[config.mk]
export PLATFORM = sky130hd
export DESIGN_NAME = rgb_pixel_arbiter
export DESIGN_NICKNAME = d
export VERILOG_FILES = /design/src/rtl/rgb_pkg.sv /design/src/rtl/rgb_out_reg.sv /design/src/rtl/rgb_pixel_arbiter.sv
export SDC_FILE = /design/constraint.sdc
export NUM_CORES = 1
export LEC_CHECK = 0
export CORE_UTILIZATION = 46
export CTS_BUF_LIST = sky130_fd_sc_hd__clkbuf_16
export CTS_CLUSTER_DIAMETER = 60
export CTS_CLUSTER_SIZE = 16
export DETAILED_ROUTE_END_ITERATION = 6
export PLACE_DENSITY_LB_ADDON = 0.08
export SLEW_MARGIN = 20
export SYNTH_ARGS = -nofsm -noshare
export SYNTH_HDL_FRONTEND = slang
export SYNTH_HIERARCHICAL = 1
export SYNTH_SLANG_ARGS = --single-unit
[constraint.sdc]
create_clock -name clk -period 3.7 [get_ports clk]
set_input_delay 0.37 -clock clk [delete_from_list [all_inputs] [get_ports clk]]
set_output_delay 0.37 -clock clk [all_outputs]
set_load 0.02 [all_outputs]
[src/rtl/rgb_pkg.sv]
// Shared types and default constants for the RGB pixel arbiter.
package rgb_pkg;

   localparam int unsigned COLOR_W   = 8;
   localparam int unsigned MAX_BURST = 16;
   localparam int unsigned CNT_W     = 8;

   typedef struct packed {
      logic [COLOR_W-1:0] r;
      logic [COLOR_W-1:0] g;
      logic [COLOR_W-1:0] b;
   } rgb_pixel_t;

   typedef enum logic [1:0] {
      IDLE   = 2'd0,
      GRANT0 = 2'd1,
      GRANT1 = 2'd2
   } arb_state_t;

endpackage

[src/rtl/rgb_out_reg.sv]
// Output pipeline register: holds one tagged RGB beat until downstream takes it.
module rgb_out_reg
   import rgb_pkg::*;
#(
   parameter int unsigned PIX_W = rgb_pkg::COLOR_W
) (
   input  logic               clk,
   input  logic               reset,
   input  logic               load,
   input  logic [3*PIX_W-1:0] pixel,
   input  logic               last,
   input  logic               src,
   input  logic               out_ready,
   output logic               out_valid,
   output logic [PIX_W-1:0]   out_r,
   output logic [PIX_W-1:0]   out_g,
   output logic [PIX_W-1:0]   out_b,
   output logic               out_last,
   output logic               out_src
);

   // Load a new beat, or drop valid once the held beat is consumed; data otherwise holds.
   always_ff @(posedge clk) begin
      if (reset) begin
         out_valid <= 1'b0;
         out_r     <= '0;
         out_g     <= '0;
         out_b     <= '0;
         out_last  <= 1'b0;
         out_src   <= 1'b0;
      end else if (load) begin
         out_valid <= 1'b1;
         {out_r, out_g, out_b} <= pixel;
         out_last  <= last;
         out_src   <= src;
      end else if (out_ready) begin
         out_valid <= 1'b0;
      end
   end

endmodule

[src/rtl/rgb_pixel_arbiter.sv]
// Round-robin burst arbiter sharing one registered RGB output between two sources.
module rgb_pixel_arbiter
   import rgb_pkg::*;
#(
   parameter int unsigned PIX_W     = rgb_pkg::COLOR_W,
   parameter int unsigned BURST_MAX = rgb_pkg::MAX_BURST
) (
   input  logic             clk,
   input  logic             reset,
   input  logic             in0_valid,
   output logic             in0_ready,
   input  logic             in0_last,
   input  logic [PIX_W-1:0] in0_r,
   input  logic [PIX_W-1:0] in0_g,
   input  logic [PIX_W-1:0] in0_b,
   input  logic             in1_valid,
   output logic             in1_ready,
   input  logic             in1_last,
   input  logic [PIX_W-1:0] in1_r,
   input  logic [PIX_W-1:0] in1_g,
   input  logic [PIX_W-1:0] in1_b,
   output logic             out_valid,
   input  logic             out_ready,
   output logic [PIX_W-1:0] out_r,
   output logic [PIX_W-1:0] out_g,
   output logic [PIX_W-1:0] out_b,
   output logic             out_last,
   output logic             out_src
);

   arb_state_t         state, state_nx;
   logic [CNT_W-1:0]   burst_cnt, burst_cnt_nx;
   logic               last_served, last_served_nx;
   logic               out_free;
   logic               acc0, acc1, acc;
   logic               sel_src, sel_last, rel;
   logic [3*PIX_W-1:0] sel_pix;

   // Handshake: only the granted source sees ready, and only when the output slot frees up.
   always_comb begin
      out_free  = !out_valid || out_ready;
      in0_ready = !reset && (state == GRANT0) && out_free;
      in1_ready = !reset && (state == GRANT1) && out_free;
      acc0      = in0_valid && in0_ready;
      acc1      = in1_valid && in1_ready;
      acc       = acc0 || acc1;
      sel_src   = acc1;
      sel_last  = acc1 ? in1_last : in0_last;
      sel_pix   = acc1 ? {in1_r, in1_g, in1_b} : {in0_r, in0_g, in0_b};
   end

   // Next grant, burst count and round-robin pointer; rotation happens with no idle bubble.
   always_comb begin
      state_nx       = state;
      burst_cnt_nx   = burst_cnt;
      last_served_nx = last_served;
      rel            = acc && (sel_last || (burst_cnt == CNT_W'(BURST_MAX - 1)));
      case (state)
         IDLE: begin
            if (in0_valid && in1_valid) state_nx = last_served ? GRANT0 : GRANT1;
            else if (in0_valid)         state_nx = GRANT0;
            else if (in1_valid)         state_nx = GRANT1;
         end
         GRANT0: begin
            if (rel) begin
               if (in1_valid)      state_nx = GRANT1;
               else if (in0_valid) state_nx = GRANT0;
               else                state_nx = IDLE;
            end
         end
         GRANT1: begin
            if (rel) begin
               if (in0_valid)      state_nx = GRANT0;
               else if (in1_valid) state_nx = GRANT1;
               else                state_nx = IDLE;
            end
         end
         default: state_nx = IDLE;
      endcase
      if (rel) begin
         burst_cnt_nx   = '0;
         last_served_nx = sel_src;
      end else if (acc) begin
         burst_cnt_nx   = burst_cnt + CNT_W'(1);
      end
   end

   // Arbiter state register.
   always_ff @(posedge clk) begin
      if (reset) begin
         state       <= IDLE;
         burst_cnt   <= '0;
         last_served <= 1'b1;
      end else begin
         state       <= state_nx;
         burst_cnt   <= burst_cnt_nx;
         last_served <= last_served_nx;
      end
   end

   rgb_out_reg #(
      .PIX_W (PIX_W)
   ) u_out_reg (
      .clk       (clk),
      .reset     (reset),
      .load      (acc),
      .pixel     (sel_pix),
      .last      (sel_last),
      .src       (sel_src),
      .out_ready (out_ready),
      .out_valid (out_valid),
      .out_r     (out_r),
      .out_g     (out_g),
      .out_b     (out_b),
      .out_last  (out_last),
      .out_src   (out_src)
   );

endmodule

# ---- Word-level counts from Yosys, hierarchy flattened
# Index checks and enable logic that the tools add are counted.
dict set report word_totals {
  register_bits 38
  latch_bits 0
  mem_bits_rw 0
  rom_bits 0
  in_bits 55
  output_inout_bits 29
  wordCells 48
  memories 0
}
dict set report op_classes {
  addsub 1
  mul 0
  div 0
  order_cmp 0
  eq_ne 6
  n_shift 0
  n_mux 15
  n_bitwise 0
  n_reduce_logical 17
}
# cell count
set op_table {}
lappend op_table {{$mux W24} 1}
lappend op_table {{$mux W2} 9}
lappend op_table {{$add A8 B1 Y8 const B} 1}
lappend op_table {{$eq A8 B4 Y1 const B} 1}
lappend op_table {{$logic_and A1 B1 Y1} 8}
lappend op_table {{$pmux W2 S3} 1}
lappend op_table {{$mux W1} 4}
lappend op_table {{$ne A2 B2 Y1 const B} 2}
lappend op_table {{$ne A4 B4 Y1 const B} 1}
lappend op_table {{$logic_or A1 B1 Y1} 3}
lappend op_table {{$reduce_and A3 Y1} 1}
lappend op_table {{$eq A2 B1 Y1 const B} 1}
lappend op_table {{$eq A2 B2 Y1 const B} 1}
lappend op_table {{$logic_not A1 Y1} 2}
lappend op_table {{$logic_not A2 Y1} 1}
lappend op_table {{$reduce_bool A2 Y1} 1}
lappend op_table {{$reduce_or A2 Y1} 1}

# ---- Depth between registers and ports, before layout
# Gate-level depths: netlist of the first run.
dict set report depth {
  word_depth 9
  ltp_mapped 8
  ltp_nobuf 6
}

# ---- Hierarchy
# The synthesis of the first run kept the hierarchy.
# module n_inst cells_each area_each_um2 seq_area_each_um2
set modules_own_cells {}
lappend modules_own_cells {rgb_pixel_arbiter 1 108 1091.0 220.2}
lappend modules_own_cells {rgb_out_reg 1 88 979.7 540.5}

# ---- Least setup slack after synthesis of the first run
# Ideal clock, no wire load.
dict set report synth_path {
  path_kind {reg-to-reg}
  startpoint {register u_out_reg.out_valid}
  endpoint {register u_out_reg.out_b[4]}
  setup_time_ps 117
  arrival_time_ps 1706
  path_slack_ps 1877
  stages_incl_launch_ff 8
  n_path_buf 2
  period_less_slack_ps 1823
  cell_sequence {dfxtp_1 > nor2b_1 > or3_1 > buf_6 > buf_6 > mux2_4 > mux2i_1 > nor2_1}
}
dict set report synth_via {
  elab_chain_cells 5
  elab_cells_between_ends 8
  cone_classes {mux (1); reduce/logical (7)}
}
# item line_no
set synth_lines {}
lappend synth_lines {{start: declaration} rgb_out_reg.sv:14} ;# output logic out_valid,
lappend synth_lines {{start signal: assignment} rgb_out_reg.sv:25} ;# out_valid <= 1'b0;
lappend synth_lines {{start signal: assignment} rgb_out_reg.sv:32} ;# out_valid <= 1'b1;
lappend synth_lines {{start signal: assignment} rgb_out_reg.sv:37} ;# out_valid <= 1'b0;
lappend synth_lines {{$logic_not A1 Y1} rgb_pixel_arbiter.sv:41} ;# out_free = !out_valid || out_ready;
lappend synth_lines {{$logic_or A1 B1 Y1} rgb_pixel_arbiter.sv:41}
lappend synth_lines {{$logic_and A1 B1 Y1} rgb_pixel_arbiter.sv:43} ;# in1_ready = !reset && (state == GRANT1) && out_free;
lappend synth_lines {{$logic_and A1 B1 Y1} rgb_pixel_arbiter.sv:45} ;# acc1 = in1_valid && in1_ready;
lappend synth_lines {{$mux W24} rgb_pixel_arbiter.sv:49} ;# sel_pix = acc1 ? {in1_r, in1_g, in1_b} : {in0_r, in0_g, in0_b};
lappend synth_lines {{named net sel_pix[4]} rgb_pixel_arbiter.sv:37} ;# logic [3*PIX_W-1:0] sel_pix;
lappend synth_lines {{end signal: assignment} rgb_out_reg.sv:33} ;# {out_r, out_g, out_b} <= pixel;
lappend synth_lines {{end: declaration} rgb_out_reg.sv:17} ;# output logic [PIX_W-1:0] out_b,
# The timed path passes the listed nets, and every way through them passes these cells.
# A chain may end at the register's enable or synchronous reset.

# ---- Worst setup path after layout of the first run
dict set report layout_path {
  startpoint {input reset}
  endpoint {output in1_ready}
}
dict set report layout_via {
  elab_chain_cells 3
}
# item line_no
set layout_lines {}
lappend layout_lines {{start: declaration} rgb_pixel_arbiter.sv:9} ;# input logic reset,
lappend layout_lines {{$logic_not A1 Y1} rgb_pixel_arbiter.sv:43}
lappend layout_lines {{$logic_and A1 B1 Y1 (2 in a row)} rgb_pixel_arbiter.sv:43}
lappend layout_lines {{end: declaration} rgb_pixel_arbiter.sv:17} ;# output logic in1_ready,
# No other way between the ends.

==> summary.txt, run 1 <==
STA
  – Max Slew Vio Count: 0
  – Worst clock skew: 0.00224 ns
  – Fmax: 386 MHz
  – RSZ-0062 raised after global routing: no
  – Final Hold Viols: 0
  – TNS Setup: 0 ns
  – # setup viols final: 0
  – Crit path time final: 2.59 ns
  – Worst Max-Slew Pin Slew: 0.810 ns
  – Tcrit/Tclk final: 70.1%
  – PnR worst setup slack: 1.11 ns
  – WHS: 0.485 ns
  – Slew headroom: 46.0%

Placed design
  – Place WS: 0.828 ns
  – Final HPWL DP: 3220 um
  – Count of buffers from port buffering: 83
  – Placed insts: 323
  – Gp weighted congestion: 0.773

Yosys
  – EDFF count, synth: 0
  – Post-Synthesis Cells: 196
  – Most common flop cell mapped by yosys: dfxtp_1
  – Post-synthesis async set-or-reset flop share: 0%
  – Yosys top cell area share: 36.7%
  – Post-synthesis sequential area ratio: 36.7%
  – XOR/XNOR Fraction of Synth Area: 0.846%
  – Adder and majority gate portion of the synthesized area: 0.604%
  – Synth area leaders: dfxtp_1 (37%), mux2_4 (14%), mux2i_1 (13%), nor2_1 (6.3%), mux2_2 (3.3%)
  – Synth Area in Compound Gates: 9.85%
  – Post-Syn Area: 2070 um^2
  – Avg Cell Area, Syn: 10.6 um^2
  – Syn nets: 252
  – Synth warn: 6
  – Main combinational cell family by area after synthesis: multiplexers
  – Synthesized flop and latch total: 38
  – Mux cell area share after synthesis: 30.1%
  – Post-Synth Simple-Gate Area: 15.2%
  – Synth cell types: 46
  – Leading area contributor after synthesis: dfxtp_1

Power
  – P_leak: 1.18 nW
  – Power share of the clock group: 32.3%
  – NetSw: 0.339 mW
  – PD cells: 405 nW/um^2
  – P_int: 0.889 mW
  – Logic pwr share: 29.0%
  – Worst VDD drop: 0.000254 V
  – Register share of total power: 38.7%
  – Sw frac: 27.6%

Drt
  – WL/cell: 13.7 um
  – DRC viols: 0
  – Initial drt markers: 132
  – Final ANT Viol Nets: 0
  – Vias/cell: 5.16
  – Final wirelength: 4520 um
  – DR pass1 iterations: 4
  – Vias: 1709

Finish
  – Layout Cells excl Fill: 331
  – Most frequent cells in the layout: clkdlybuf4s50_1 (83), dfxtp_1 (38), nor2_1 (35), mux2i_1 (27), mux2_4 (19)
  – Storage cell area: 761 um^2
  – Share of layout cells above drive strength 1: 15.8%
  – Commonest non-fill, non-tap cell in the layout: clkdlybuf4s50_1
  – Layout area overhead: 46.5%
  – Ant. Diodes: 0
  – Fillers: 340
  – Fin nets: 334
  – Multi-input logic area: 1180 um^2

Die
  – Starting Density: 47.6%
  – Die extent in y: 69.1 um
  – Cell row count: 24
  – Die area: 4770 um^2
  – Ports: 84
  – Core ar.: 4350 um^2
  – Die X: 69.1 um

Clock network
  – Hold-fix buffers, CTS: 0
  – CTS H-Tree Depth: 2
  – Clock transition at path regs: 0.05 ns
  – Post-cts repair resize count: 0
  – CTS Root Cell: clkbuf_16
  – Clock sink count: 38
  – Cts bufs inserted: 5
  – Post-CTS setup buffers: 0
  – Worst-case clock buffer depth: 2
  – Clock latency on the worst-skew pair: 0.27 ns
  – CTS tree: done

Worst setup path
  – CP arrival: 2.22 ns
  – CP Launch Type: input pin
  – Peak fanout along the critical path: 9
  – Req. time, crit path: 3.33 ns
  – CP endpoint kind: primary output
  – Crit path kind: input pin to primary output

GRT
  – Largest net degree at the start of global routing: 36
  – Grt total ovfl: 0
  – Global-route usage over all layers: 20.0%
  – First-pass GRT wire length: 7820 um
  – Initial antenna violation count: 0
  – Vias in the first global route: 1666

Min path
  – Worst min-delay path class: flop to flop

Flow run
  – Max-Cap Viols: 0

Status
  – Status: finished, final reports clean
## critical path, stage by stage
cell,delay (ns)
clkdlybuf4s50_1,0.58
or2_2,0.42
nor3b_1,0.22
clkdlybuf4s50_1,0.64
## flip-flops by register name, summed over array words and instances, names as in the netlist
register	cells
u_out_reg/out_b	8
u_out_reg/out_src	1
u_out_reg/out_r	8
state	2
burst_cnt	8
u_out_reg/out_g	8
last_served	1
u_out_reg/out_last	1
u_out_reg/out_valid	1
## worst paths after layout
check | cells past startpoint | to | start | slack (ns)
max | 4 | in1_ready | reset | 1.11
min reg2reg | 2 | u_out_reg/out_valid | u_out_reg/out_valid | 0.48
min | 2 | u_out_reg/out_valid | u_out_reg/out_valid | 0.48
max reg2reg | 6 | u_out_reg/out_g[7] | u_out_reg/out_valid | 1.30
## metal layers
layer	vias to the layer above	part of all wire (%)	track usage, %
met5	-	0	0
met2	50	47	30.7
li1	859	-	-
met3	7	5.6	5.12
met4	0	1.3	7.71
met1	793	46	26.9
## logic make-up (layout without fill, tap and decap cells)
group	Yosys count	after routing
flops	38	38
simple gates	59	59
mux	52	52
fa+ha+maj	1	1
compound gates	26	26
xor+xnor	2	2
buf+inv	18	101
## cell type report
type | instances | share of cell area [%]
repair buffers | 86 | 28.5
flip-flops and latches | 38 | 25.1
inverters | 7 | 0.866
multi-input cells | 140 | 38.9
well taps | 52 | 2.14
clock buffers | 5 | 4.12
clock inverters | 3 | 0.371
## synth_stat cells (2+ instances only)
master and number:
and3_1 3, mux2_4 19, nand4_1 2, a21oi_1 8, dfxtp_1 38, mux2_2 6, a21bo_2 2, mux2i_1 27
buf_6 4, inv_1 6, xnor2_1 2, nand3b_4 2, nor2_1 35, a21o_1 2, nand2b_1 2, a211oi_1 3
buf_2 3, nand3_1 2, buf_12 2, nand3b_1 2
## through the flow
step	util (%)	area, um^2	power (mW)
final	69.7	3030	1.23
after global routing	69.7	3030	1.29
after CTS	69.7	3030	1.24
after detailed placement	66.6	2900	0.838
after global placement	66.6	2900	0.834
after floorplan	-	2070	0.712
## power groups by stage
stage          logic (mW)  clock network (mW)  registers (mW)
6_report            0.356               0.397           0.475
5_1_grt             0.382               0.428           0.480
4_1_cts             0.358               0.406           0.475
3_5_place_dp        0.356                   0           0.482
3_3_place_gp        0.352                   0           0.482
2_1_floorplan       0.212                   0           0.500
(Power assumes the default switching activity.)
==> run 2, diff against run 1 <==
CORE_UTILIZATION = 39   (was 46)
clock period = 2.3 ns   (was 3.7 ns; I/O delays follow)
==> run 2 against run 1 <==
Compared with the run above:
- non-clock buffer count grew 7
- routed wire length grew 1.6%
- utilization shrank 7.8 points
- critical path depth grew 1
- clock skew grew 0.0047 ns
- clock power grew 91%
- worst hold slack gained 0.0053 ns
- critical endpoint unchanged
- largest power group is now the clock network
==> summary.txt, run 2 (synthesized netlist as in run 1, its figures left out) <==
GRT
  – Vias in the first global route: 1605 (-3.7%)
  – First-pass GRT wire length: 7270 um (-7.1%)
  – Largest net degree at the start of global routing: 35 (-2.8%)
  – Initial antenna violation count: 0 (unchanged)
  – Grt total ovfl: 0 (unchanged)
  – Global-route usage over all layers: 17.5% (-2.6 points)

Drt
  – Vias: 1734 (+1.5%)
  – DRC viols: 0 (unchanged)
  – DR pass1 iterations: 4 (unchanged)
  – Final ANT Viol Nets: 0 (unchanged)
  – Final wirelength: 4590 um (+1.6%)
  – WL/cell: 12.9 um (-5.6%)
  – Vias/cell: 4.87 (-5.7%)
  – Initial drt markers: 71 (-46%)

Clock network
  – Hold-fix buffers, CTS: 0 (unchanged)
  – Worst-case clock buffer depth: 2 (unchanged)
  – CTS H-Tree Depth: 2 (unchanged)
  – Clock sink count: 38 (unchanged)
  – Clock latency on the worst-skew pair: 0.28 ns (about the same)
  – CTS Root Cell: clkbuf_16
  – Post-cts repair resize count: 0 (unchanged)
  – Post-CTS setup buffers: 0 (unchanged)
  – Cts bufs inserted: 5 (unchanged)
  – CTS tree: done
  – Clock transition at path regs: 0.06 ns (about the same)

Die
  – Die X: 74.9 um (+8.4%)
  – Die area: 5600 um^2 (+17%)
  – Starting Density: 40.5% (-7.0 points)
  – Core ar.: 5110 um^2 (+17%)
  – Die extent in y: 74.9 um (+8.4%)
  – Ports: 84 (unchanged)
  – Cell row count: 26 (+8.3%)

STA
  – RSZ-0062 raised after global routing: no
  – Slew headroom: 65.9% (+20 points)
  – Worst clock skew: 0.00690 ns (+0.00466 ns)
  – Final Hold Viols: 0 (unchanged)
  – TNS Setup: 0 ns (unchanged)
  – Tcrit/Tclk final: 93.0%
  – Crit path time final: 2.14 ns
  – Max Slew Vio Count: 0 (unchanged)
  – Fmax: 467 MHz
  – WHS: 0.490 ns (+0.00535 ns)
  – # setup viols final: 0 (unchanged)
  – Worst Max-Slew Pin Slew: 0.510 ns (-0.299 ns)

Worst setup path
  – Peak fanout along the critical path: 3 (-6)
  – Crit path kind: input pin to primary output
  – CP endpoint kind: primary output
  – Most used cell, CP: clkdlybuf4s50_1
  – CP max stage delay: 0.63 ns (about the same)
  – Crit path cell chain: clkdlybuf4s50_1 -> nor2b_1 -> or2_2 -> nor3b_1 -> clkdlybuf4s50_1
  – CP Launch Type: input pin
  – CP arrival: 1.91 ns (-0.31 ns)
  – Slowest CP cell: clkdlybuf4s50_1
  – Req. time, crit path: 2.07 ns (-1.26 ns)

Flow run
  – Max-Cap Viols: 0 (unchanged)

Power
  – P_leak: 1.25 nW (+5.3%)
  – PD cells: 671 nW/um^2 (+66%)
  – Worst VDD drop: 0.000346 V (+36%)

Placed design
  – Count of buffers from port buffering: 83 (unchanged)
  – Gp weighted congestion: 0.757 (-2.1%)
  – Final HPWL DP: 3370 um (+4.7%)

Finish
  – Ant. Diodes: 0 (unchanged)
  – Share of layout cells above drive strength 1: 18.2% (+2.4 points)
  – Fin nets: 341 (+2.1%)
  – Layout area overhead: 52.6%
  – Most frequent cells in the layout: clkdlybuf4s50_1 (83), dfxtp_1 (38), nor2_1 (35), mux2i_1 (27), mux2_4 (19)
  – Commonest non-fill, non-tap cell in the layout: clkdlybuf4s50_1

Status
  – Status: finished, final reports clean

Min path
  – Worst min-delay path class: flop to flop
-- run 2: cell count changes in the layout (fill, tap and decap cells not counted), sizes merged --
cell,delta
buf,+7
inv,+2
bufinv,+1
clkinv,-3
-- run 2: routing by layer --
metal  global-route usage [%]  vias to the layer above  share of wire (%)  routed length [um]
met4                     8.18                        0                1.7                  79
li1                         -                      876                  -                   -
met3                     7.36                        6                8.4                 384
met5                        0                        -                  0                   0
met2                     26.5                       56                 46                2120
met1                     21.4                      796                 44                2010
-- run 2: worst paths after layout --
path	endpoint	cells past startpoint	from	slack (ns)
max	in1_ready	5	out_ready	0.16
min	u_out_reg/out_b[2]	2	u_out_reg/out_b[2]	0.49
max reg2reg	u_out_reg/out_r[1]	6	state[1]	0.56
min reg2reg	u_out_reg/out_b[2]	2	u_out_reg/out_b[2]	0.49
-- run 2: power breakdown --
group | switching [mW] | internal, mW
Combinational | 0.264 | 0.357
Sequential | 0.0311 | 0.711
Clock | 0.255 | 0.503
Total | 0.550 | 1.57
-- run 2: critical path, delay by kind of cell --
family                 cells  cell delay, ns
buffers and inverters      2            1.10
and+or+nand+nor            3            0.58
-- run 2: layout make-up --
| cell class | instances | area (um^2) |
|---|---|---|
| clock buffer | 5 | 125 |
| clock inverter | 3 | 37.5 |
| fill | 445 | 1950 |
| inverter | 7 | 26.3 |
| multi-input combinational | 140 | 1180 |
| sequential | 38 | 761 |
| tap | 70 | 87.6 |
| timing repair buffer | 93 | 943 |
-- run 2: through the flow --
stage	power [mW]	instance area, um^2	util, %	setup slack [ns]	instances
2_1_floorplan	1.15	2070	-	0.477	196
3_3_place_gp	1.38	3000	58.7	0.177	348
3_5_place_dp	1.38	3000	58.7	0.179	348
4_1_cts	2.15	3160	61.9	0.163	356
5_1_grt	2.23	3160	61.9	0.0715	356
6_report	2.12	3160	61.9	0.160	356
==> run 3, diff against run 2 <==
GPL_TIMING_DRIVEN = 0   (was not set)
==> run 3 against run 2 <==
Compared with the run above:
- clock power fell by 18%
- largest cell class unchanged
- sequential cell count unchanged
- critical path type unchanged
- combinational power is 2% lower
==> summary.txt, run 3 (synthesized netlist as in run 1, its figures left out) <==
Clock network
  – CTS tree: done
  – Clock sink count: 38 (unchanged)
  – Clock latency on the worst-skew pair: 0.27 ns (about the same)
  – CTS Root Cell: clkbuf_16
  – Post-CTS setup buffers: 0 (unchanged)
  – Worst-case clock buffer depth: 2 (unchanged)
  – Cts bufs inserted: 5 (unchanged)
  – CTS H-Tree Depth: 2 (unchanged)
  – Clock transition at path regs: 0.05 ns (about the same)

STA
  – WHS: 0.237 ns (-0.253 ns)
  – Final Hold Viols: 0 (unchanged)
  – TNS Setup: 0 ns (unchanged)
  – Max Slew Vio Count: 0 (unchanged)
  – RSZ-0062 raised after global routing: no
  – Slew headroom: 53.9% (-12 points)
  – Worst Max-Slew Pin Slew: 0.690 ns (+0.180 ns)
  – Worst clock skew: 0.00418 ns (-0.00272 ns)
  – Crit path time final: 2.09 ns (-0.0470 ns)
  – Tcrit/Tclk final: 91.0% (-2.0 points)
  – Fmax: 478 MHz (+2.2%)
  – PnR worst setup slack: 0.207 ns (+0.0470 ns)
  – # setup viols final: 0 (unchanged)

Worst setup path
  – CP max stage delay: 0.60 ns (-0.03 ns)
  – Peak fanout along the critical path: 6 (+3)
  – FF-to-FF setup slack: 0.26 ns (-0.30 ns)
  – CP Launch Type: input pin
  – Crit path cell chain: clkdlybuf4s50_1 -> nor2b_1 -> or2_2 -> nor2_1 -> clkdlybuf4s50_1
  – FF-to-FF End: u_out_reg/out_g[0]
  – CP arrival: 1.86 ns (-0.05 ns)
  – Most used cell, CP: clkdlybuf4s50_1
  – Crit path kind: input pin to primary output
  – Worst Reg-to-Reg Cells: 6 (unchanged)
  – Slowest CP cell: clkdlybuf4s50_1
  – Req. time, crit path: 2.07 ns (about the same)
  – R2r startpoint: state[0]
  – CP endpoint kind: primary output

Power
  – PD cells: 637 nW/um^2 (-5.1%)
  – Worst VDD drop: 0.000388 V (+12%)
  – Total power: 1.98 mW (-6.7%)
  – P_leak: 1.22 nW (-2.2%)

Die
  – Die X: 74.9 um (unchanged)
  – Cell row count: 26 (unchanged)
  – Core ar.: 5110 um^2 (unchanged)
  – Die extent in y: 74.9 um (unchanged)
  – Die area: 5600 um^2 (unchanged)
  – Starting Density: 40.5% (unchanged)
  – Ports: 84 (unchanged)

Drt
  – DRC viols: 0 (unchanged)
  – DR pass1 iterations: 4 (unchanged)
  – Vias: 1695 (-2.2%)
  – Final ANT Viol Nets: 0 (unchanged)
  – Vias/cell: 4.79 (-1.7%)
  – WL/cell: 12.7 um (-1.2%)
  – Initial drt markers: 33 (-54%)
  – Final wirelength: 4510 um (-1.8%)

GRT
  – Largest net degree at the start of global routing: 11 (-69%)
  – Grt total ovfl: 0 (unchanged)
  – Initial antenna violation count: 0 (unchanged)
  – Vias in the first global route: 1650 (+2.8%)
  – First-pass GRT wire length: 7460 um (+2.7%)
  – Global-route usage over all layers: 17.7% (+0.23 points)

Placed design
  – Gp weighted congestion: 0.855 (+13%)
  – Final HPWL DP: 3500 um (+3.7%)
  – Place WS: -0.0851 ns (-0.264 ns)
  – Count of buffers from port buffering: 82 (-1.2%)

Min path
  – Hold path depth: 2 (unchanged)
  – Worst min-delay path class: input pin to flop
  – Hold path endpoint: u_out_reg/out_valid
  – Worst hold start: reset

Flow run
  – Max-Cap Viols: 0 (unchanged)

Status
  – Status: finished, final reports clean

Finish
  – Fin nets: 341 (unchanged)
  – Fin util: 60.8% (-1.1 points)
  – Fillers: 448 (+0.67%)
  – Commonest non-fill, non-tap cell in the layout: clkdlybuf4s50_1
  – Share of layout cells above drive strength 1: 18.0% (-0.22 points)
  – Ant. Diodes: 0 (unchanged)
  – Layout area overhead: 50.0%
  – Most frequent cells in the layout: clkdlybuf4s50_1 (81), dfxtp_1 (38), nor2_1 (35), mux2i_1 (27), mux2_4 (19)
==> run 3: cell count changes in the layout (fill, tap and decap cells not counted), sizes merged <==
cell,before,now
dlygate4sd2,0,1
inv,9,7
clkbuf,5,6
clkdlybuf4s50,83,81
bufinv,1,0
clkinv,0,1
==> run 3: worst max-delay path by stage <==
stage | from | to | slack, ns | cells past startpoint
detailed placement | in1_valid | u_out_reg/out_g[0] | -0.09 | 7
global placement | in1_valid | u_out_reg/out_b[2] | -0.09 | 7
CTS | in1_valid | u_out_reg/out_g[0] | 0.18 | 7
floorplan | u_out_reg/out_valid | u_out_reg/out_b[4] | 0.48 | 7
global route | in1_valid | u_out_reg/out_g[2] | 0.05 | 7
finish | out_ready | in0_ready | 0.21 | 5
==> run 3: layer usage <==
layer	wire length (um)	up-vias	share of wire, %	track usage [%]
met5	0	-	0	0
met3	378	5	8.4	7.50
met1	2000	767	44	21.6
li1	-	874	-	-
met4	40	0	0.89	4.40
met2	2090	49	46	28.9
==> run 3: critical path, delay by kind of cell <==
| family | cells | cell delay (ns) |
|---|---|---|
| buf+inv | 2 | 1.07 |
| simple gates | 3 | 0.56 |
==> run 3: cell type report <==
cell class	instances	area [um^2]	area share, %
clock inverters	1	3.75	0.121
well taps	70	87.6	2.82
flip-flops and latches	38	761	24.5
inverters	7	26.3	0.846
multi-input cells	140	1170	37.7
repair buffers	82	820	26.4
plain buffers	11	111	3.58
clock buffers	5	125	4.03
==> run 3: metrics by stage <==
step | instance area (um^2) | std cells
after global routing | 3110 | 354
after global placement | 2980 | 348
final | 3110 | 354
after floorplan | 2070 | 196
after detailed placement | 2980 | 348
after CTS | 3110 | 354
==> run 3: where the power goes <==
group,switching [mW],internal [mW],total [mW],leakage [nW]
clock network,0.237,0.385,0.622,0.0632
logic,0.257,0.352,0.609,0.848
registers,0.0368,0.711,0.748,0.308
==> run 3: timing repair <==
action / CTS / global route
setup endpoints to repair: 1 / 0
hold buffers: 0 / 0
gates resized for setup: 1 / 0
